`src/rtl/gerador_aleatorio_param.sv`:
```
// Parameterised Fibonacci LFSR with a ranged-draw front end (result in 0..max_val).
// Define GERADOR_ALEATORIO_REJECT_EN for rejection sampling; otherwise a one-cycle fold-back draw is used.
module gerador_aleatorio_param #(
  parameter int unsigned WIDTH     = 32,
  parameter logic [31:0] SEED      = 32'h13,
  parameter int unsigned OUT_BITS  = 8,
  parameter int unsigned MAX_TRIES = 8
) (
  input  logic                clk,
  input  logic                rst,
  input  logic                en,
  input  logic                seed_load,
  input  logic [WIDTH-1:0]    seed_in,
  input  logic                req,
  input  logic [OUT_BITS-1:0] max_val,
  output logic [WIDTH-1:0]    data,
  output logic                busy,
  output logic                rnd_valid,
  output logic [OUT_BITS-1:0] rnd_out
);

  // An all-zero seed would lock the register up, so it is replaced by 1.
  localparam logic [WIDTH-1:0] SEED_TRUNC = SEED[WIDTH-1:0];
  localparam logic [WIDTH-1:0] SEED_EFF   = (SEED_TRUNC == '0) ? WIDTH'(1) : SEED_TRUNC;

  localparam logic [31:0] TAPS32 = (WIDTH == 8)  ? 32'h0000_00B8 :
                                   (WIDTH == 16) ? 32'h0000_D008 :
                                   (WIDTH == 24) ? 32'h00E1_0000 :
                                                   32'h8020_0003;
  localparam logic [WIDTH-1:0]    TAPS = TAPS32[WIDTH-1:0];
  localparam logic [OUT_BITS-1:0] ONE  = OUT_BITS'(1);

  typedef enum logic {IDLE, DRAW} state_t;

  state_t              state_q, state_d;
  logic [WIDTH-1:0]    data_q, data_d;
  logic [OUT_BITS-1:0] max_q, max_d;
  logic [OUT_BITS-1:0] rnd_out_q, rnd_out_d;
  logic                rnd_valid_q, rnd_valid_d;
  logic [OUT_BITS-1:0] mask, cand, wrapped;
  logic                in_range, fb;
`ifdef GERADOR_ALEATORIO_REJECT_EN
  localparam logic [7:0] TRY_LAST = 8'(MAX_TRIES - 1);
  logic [7:0]          tries_q, tries_d;
`endif

  // Smear the highest set bit downwards: smallest 2^k-1 covering v.
  function automatic logic [OUT_BITS-1:0] fill_mask(input logic [OUT_BITS-1:0] v);
    logic [OUT_BITS-1:0] m;
    m = v;
    for (int i = 1; i < OUT_BITS; i++) m = m | (v >> i);
    return m;
  endfunction

  assign fb       = ^(data_q & TAPS);
  assign mask     = fill_mask(max_q);
  assign cand     = data_q[OUT_BITS-1:0] & mask;
  assign in_range = (cand <= max_q);
  assign wrapped  = cand - max_q - ONE;

  assign data      = data_q;
  assign busy      = (state_q == DRAW);
  assign rnd_valid = rnd_valid_q;
  assign rnd_out   = rnd_out_q;

  always_comb begin
    data_d = data_q;
    if (seed_load)          data_d = (seed_in == '0) ? SEED_EFF : seed_in;
    else if (data_q == '0)  data_d = SEED_EFF;
    else if (en || busy)    data_d = {data_q[WIDTH-2:0], fb};
  end

  always_comb begin
    state_d     = state_q;
    max_d       = max_q;
    rnd_out_d   = rnd_out_q;
    rnd_valid_d = 1'b0;
`ifdef GERADOR_ALEATORIO_REJECT_EN
    tries_d     = tries_q;
`endif
    case (state_q)
      IDLE: begin
        if (req) begin
          max_d   = max_val;
          state_d = DRAW;
`ifdef GERADOR_ALEATORIO_REJECT_EN
          tries_d = '0;
`endif
        end
      end
      DRAW: begin
`ifdef GERADOR_ALEATORIO_REJECT_EN
        if (in_range) begin
          rnd_out_d   = cand;
          rnd_valid_d = 1'b1;
          state_d     = IDLE;
        end else if (tries_q == TRY_LAST) begin
          rnd_out_d   = wrapped;
          rnd_valid_d = 1'b1;
          state_d     = IDLE;
        end else begin
          tries_d = tries_q + 8'd1;
        end
`else
        rnd_out_d   = in_range ? cand : wrapped;
        rnd_valid_d = 1'b1;
        state_d     = IDLE;
`endif
      end
      default: state_d = IDLE;
    endcase
  end

  always_ff @(posedge clk) begin
    if (rst) begin
      data_q      <= SEED_EFF;
      state_q     <= IDLE;
      max_q       <= '0;
      rnd_out_q   <= '0;
      rnd_valid_q <= 1'b0;
`ifdef GERADOR_ALEATORIO_REJECT_EN
      tries_q     <= '0;
`endif
    end else begin
      data_q      <= data_d;
      state_q     <= state_d;
      max_q       <= max_d;
      rnd_out_q   <= rnd_out_d;
      rnd_valid_q <= rnd_valid_d;
`ifdef GERADOR_ALEATORIO_REJECT_EN
      tries_q     <= tries_d;
`endif
    end
  end

endmodule
```
`config.mk`:
```
export PLATFORM = sky130hd
export DESIGN_NAME = gerador_aleatorio_param
export DESIGN_NICKNAME = d
export VERILOG_FILES = /design/src/rtl/gerador_aleatorio_param.sv
export SDC_FILE = /design/constraint.sdc
export NUM_CORES = 1
export LEC_CHECK = 0
export ABC_AREA = 0
export CELL_PAD_IN_SITES_DETAIL_PLACEMENT = 0
export CELL_PAD_IN_SITES_GLOBAL_PLACEMENT = 1
export CORE_UTILIZATION = 34
export CTS_BUF_LIST = sky130_fd_sc_hd__clkbuf_4 sky130_fd_sc_hd__clkbuf_8
export DETAILED_ROUTE_END_ITERATION = 12
export HOLD_SLACK_MARGIN = 0.1
export PLACE_DENSITY_LB_ADDON = 0.1
export SLEW_MARGIN = 40
export SYNTH_ARGS = -nofsm -noshare
export SYNTH_HDL_FRONTEND = slang
export SYNTH_SLANG_ARGS = --single-unit
```
`constraint.sdc`:
```
create_clock -name clk -period 3.8 [get_ports clk]
set_input_delay 0.57 -clock clk [delete_from_list [all_inputs] [get_ports clk]]
set_output_delay 0.57 -clock clk [all_outputs]
set_load 0.05 [all_outputs]
```
# Word-level counts from Yosys, hierarchy flattened
# Cells that the tools add are included.
# totals
regBits	50
inputBits	45
# op_classes
muxes	8
order_cmp	1
n_reduce_logical	6
bitwise	9
addsub	2
# op_table
operator	n
32-bit two-way mux	4
32-bit logical NOT	2
32-bit XOR reduction	1
8-bit bitwise AND	1
8-bit <= comparator	1
8-bit two-way mux	1
8-bit by 1-bit OR with 8-bit output	1
8-bit by 2-bit OR with 8-bit output	1
8-bit by 3-bit OR with 8-bit output	1
8-bit by 4-bit OR with 8-bit output	1
8-bit by 5-bit OR with 8-bit output	1
8-bit by 6-bit OR with 8-bit output	1
8-bit by 7-bit OR with 8-bit output	1
8-bit by 1-bit subtractor with 8-bit output, second input constant	1
8-bit subtractor	1
3-bit nonzero test	1
1-bit two-way mux	2
1-bit one-hot mux with 2 select lines	1
2-bit AND reduction	1
1-bit logical OR	1
1-bit inverter	1

# Longest topological paths before layout
# depth
ltp_word	11
ltp_mapped	11
depth_no_buf	11

# Worst setup path after synthesis
# Ideal clock, no wire load.
# synth_timing
kind	register to register
start	register max_q[7]
end	register rnd_out_q[2] (netlist: rnd_out[2])
arrival_ns	2.945
synth_period_minus_slack_ns	3.067
setup_time_ns	0.122
t_required_ns	3.678
path_stages_with_launch	10
path_buffers	0
slack_ns	0.733
path_cell_list	dfxtp_1 -> or4_4 -> or3_4 -> and2_1 -> ha_1 -> a21oi_1 -> o21ai_1 -> a221oi_1 -> nor3_1 -> a311o_1
# synth_between
elab_chain_cells	10
elab_cells_between_ends	12
classes_between	add/sub: 2; order compare: 1; mux: 1; bitwise: 8
# synth_rtl
element	line	source
from (decl)	37	logic [OUT_BITS-1:0] max_q, max_d;
from (signal assigned)	127	max_q <= max_d;
parallel branches: the longest is 9 deep, another holds 8-bit subtractor	-	
8-bit two-way mux *	105	rnd_out_d = in_range ? cand : wrapped;
to (signal assigned)	128	rnd_out_q <= rnd_out_d;
to (decl)	38	logic [OUT_BITS-1:0] rnd_out_q, rnd_out_d;
# Mark *: on every way between the ends.
# A chain may end at the register's enable or synchronous reset.

# Worst setup path after layout
# layout_timing
start	register max_q[7]
end	register rnd_out_q[4] (netlist: rnd_out[4])
# layout_between
elab_chain_cells	10
elab_cells_between_ends	12
classes_between	add/sub: 2; order compare: 1; mux: 1; bitwise: 8
# layout_rtl
element	line
parallel branches: the longest is 9 deep, another holds 8-bit subtractor	-
8-bit two-way mux *	105
# Marks and branches as above.

==> metrics <==
Leak=1.48 nW; Tot Pwr=1.55 mW; post-DR vias/cell=5.45; mux contribution to synthesized area=0.351%; delay-heaviest family, CP=simple AND/OR/NAND/NOR gates; Final nets=506; # hold bufs at CTS=0; Slew Viols, Final=0; Final ANT Viol Nets=0; Setup-failing EPs final=0; vias in the first global route=2885; Core Rows=33; largest family of logic cells by synthesized area=simple AND/OR/NAND/NOR gates; count of final hold-check violations=0; highest metal used=met4; detailed-route wire length per cell=16.5 um; outcome=complete, no violations; die height=93.6 um; post-synthesis xor/xnor area fraction=1.23%; RSZ-0062 raised after global routing=false; initial antenna violation count=0; Hold Crit Depth=2; clock-pin slew on the worst setup and hold paths=0.09 ns; post-DP HPWL=6630 um; maxcap violations=0; final design utilization=48.0%; Worst Path Buf+Inv=1; Initial Util=34.9%; Reg2Reg Setup Slack=0.54 ns; post-synthesis simple-gate area fraction=28.5%; CP Capture Type=flop; Startpoint Class=flop; placed cell area=3800 sq um; wire length of the first global-routing pass=14700 um; CTS root buf=clkbuf_8; PwrDens=394 nW/um^2; die area=8760 sq um; met2 WL=4150 um; most area-consuming cells after synthesis=dfxtp_1 35%, nor2_1 7.6%, a21oi_1 6.7%, a2bb2oi_1 4.9%, nand2_1 4.6%; Worst Reg-to-Reg Cells=11; H-tree depth=2; total track usage=21.5%; placed instance count=549; Unique masters post-synth=56; clk_skew=0.00595 ns; final worst-path cycle share=85.8%; Post-synth ARST share=0%; final worst slack=0.538 ns; CP cell instances=or4_4, or3_4, o31ai_4, inv_2, ha_1, fa_1, a211oi_1, nor2_1, xnor2_1, and4_1, a311oi_1; CTS Buf Count=5; Syn Nets=432; pre-CTS setup slack=0.548 ns; Compound-Gate Fraction of Synth Area=24.8%; CTS resizes=0; commonest non-fill, non-tap cell in the layout=clkdlybuf4s50_1; slew at the pin closest to its max-slew limit=0.584 ns; largest fanout on the critical path=6; Slew Limit Headroom=60.9%; IO Port Bufs=86; fill cell count=838; Worst-Skew Late Latency=0.30 ns; Die W=93.6 um; share of the synthesized area in the top cell type=35.1%; Residual DRC=0; sequential-to-total area share from yosys stat=35.1%; Finished Cell Area=3920 sq um; Top FF cell, synth=dfxtp_1; most frequent cells in the layout=86 x clkdlybuf4s50_1, 57 x nor2_1, 50 x dfxtp_1, 38 x a21oi_1, 35 x nand2_1; DRT Wirelength=9210 um; post-synthesis average cell area=7.57 sq um; Worst path depth=11; Synth Area in Adders=4.65%; worst-case hold slack=0.482 ns; clock sinks=50; Max IR drop VDD=0.205 mV; global route overflow=0; fraction of layout cells with a size suffix above 1=5.09%; post-route setup TNS=0 ns; Vias=3036; slowest cell on the critical path=or4_4; Tmin final=3.26 ns; met3 WL=601 um; CP Data Arrival Time=3.48 ns; Max Clk Rate=307 MHz; critical path class=flop to flop; DRT met1 WL=4420 um; Syn. warnings=0; largest area contributor in the netlist=dfxtp_1; post-CTS setup buffers=0; Hold Path Class=flop to flop; EDFF count, synth=0; ant diodes=0; Seq cells post-synth=50; Final Non-Filler Cells=557; drt initial violations=120; slowest stage delay, CP=0.56 ns; CTS tree=yes; TritonRoute pass-1 iters=4; Netlist Area Pre-Place=2850 sq um; CTS max path bufs=2; I/O pin count=87; CP Data Required Time=4.02 ns; largest net degree at the start of global routing=45; core area=8180 sq um; Area Overhead vs Synth=37.5%; Placer Congestion=0.899; Post-Syn Instances=377
[cells in the mapped netlist (all sizes together) (3+ instances only)]
| cell | instances |
|---|---|
| nor4 | 14 |
| nand2b | 4 |
| a2bb2oi | 16 |
| inv | 16 |
| nor2b | 4 |
| a311oi | 5 |
| buf | 3 |
| clkbuf | 21 |
| and4 | 4 |
| nor4b | 3 |
| nor3 | 18 |
| ha | 9 |
| nand4 | 5 |
| o21ai | 23 |
| o211ai | 4 |
| nand3 | 7 |
| o21a | 3 |
| nand2 | 35 |
| a21oi | 39 |
| dfxtp | 50 |
| nor2 | 59 |
[sequential cells by signal, summed over array words and instances (netlist names)]
register and cells:
max_q 8, data 32, rnd_out 8, busy 1, rnd_valid 1
[worst reg2reg max path, cell delays in order, from the launching register on]
cell      delay (ns)
dfxtp_1         0.37
or4_4           0.56
or3_4           0.37
o31ai_4         0.20
inv_2           0.06
ha_1            0.21
fa_1            0.41
a211oi_1        0.36
nor2_1          0.11
xnor2_1         0.13
and4_1          0.19
a311oi_1        0.22
[area by class of cell]
| type | instances | area, sq um | share of cell area [%] |
|---|---|---|---|
| clock buffer | 7 | 83.8 | 2.14 |
| clock inverter | 1 | 30.0 | 0.766 |
| inverter | 16 | 60.1 | 1.53 |
| multi-input combinational | 287 | 1720 | 43.8 |
| sequential | 50 | 1000 | 25.5 |
| tap | 105 | 131 | 3.35 |
| timing repair buffer | 91 | 898 | 22.9 |
[cell families after synthesis]
logic type      count (synthesis)
compound gates                106
mux                             1
flops                          50
buf+inv                        40
xor+xnor                        4
simple gates                  166
fa+ha+maj                      10
[routing by layer]
| layer | up-vias | track usage (%) |
|---|---|---|
| met1 | 1437 | 29.3 |
| met2 | 88 | 35.4 |
| li1 | 1509 | - |
| met5 | - | 0 |
| met4 | 0 | 3.97 |
| met3 | 2 | 3.90 |
[final timing paths]
kind,start,end
hold / removal,max_q[4],max_q[4]
hold reg to reg,max_q[4],max_q[4]
setup reg to reg,max_q[7],rnd_out[4]
setup / recovery,max_q[7],rnd_out[4]
[report_power, final]
part           total [mW]  leakage [nW]  internal, mW  switching (mW)
sequential          0.603         0.413         0.561          0.0421
combinational       0.550          1.01         0.224           0.327
clock               0.392        0.0593         0.212           0.180
total                1.55          1.48         0.996           0.549
No activity file was read; power rests on OpenSTA's default activity.
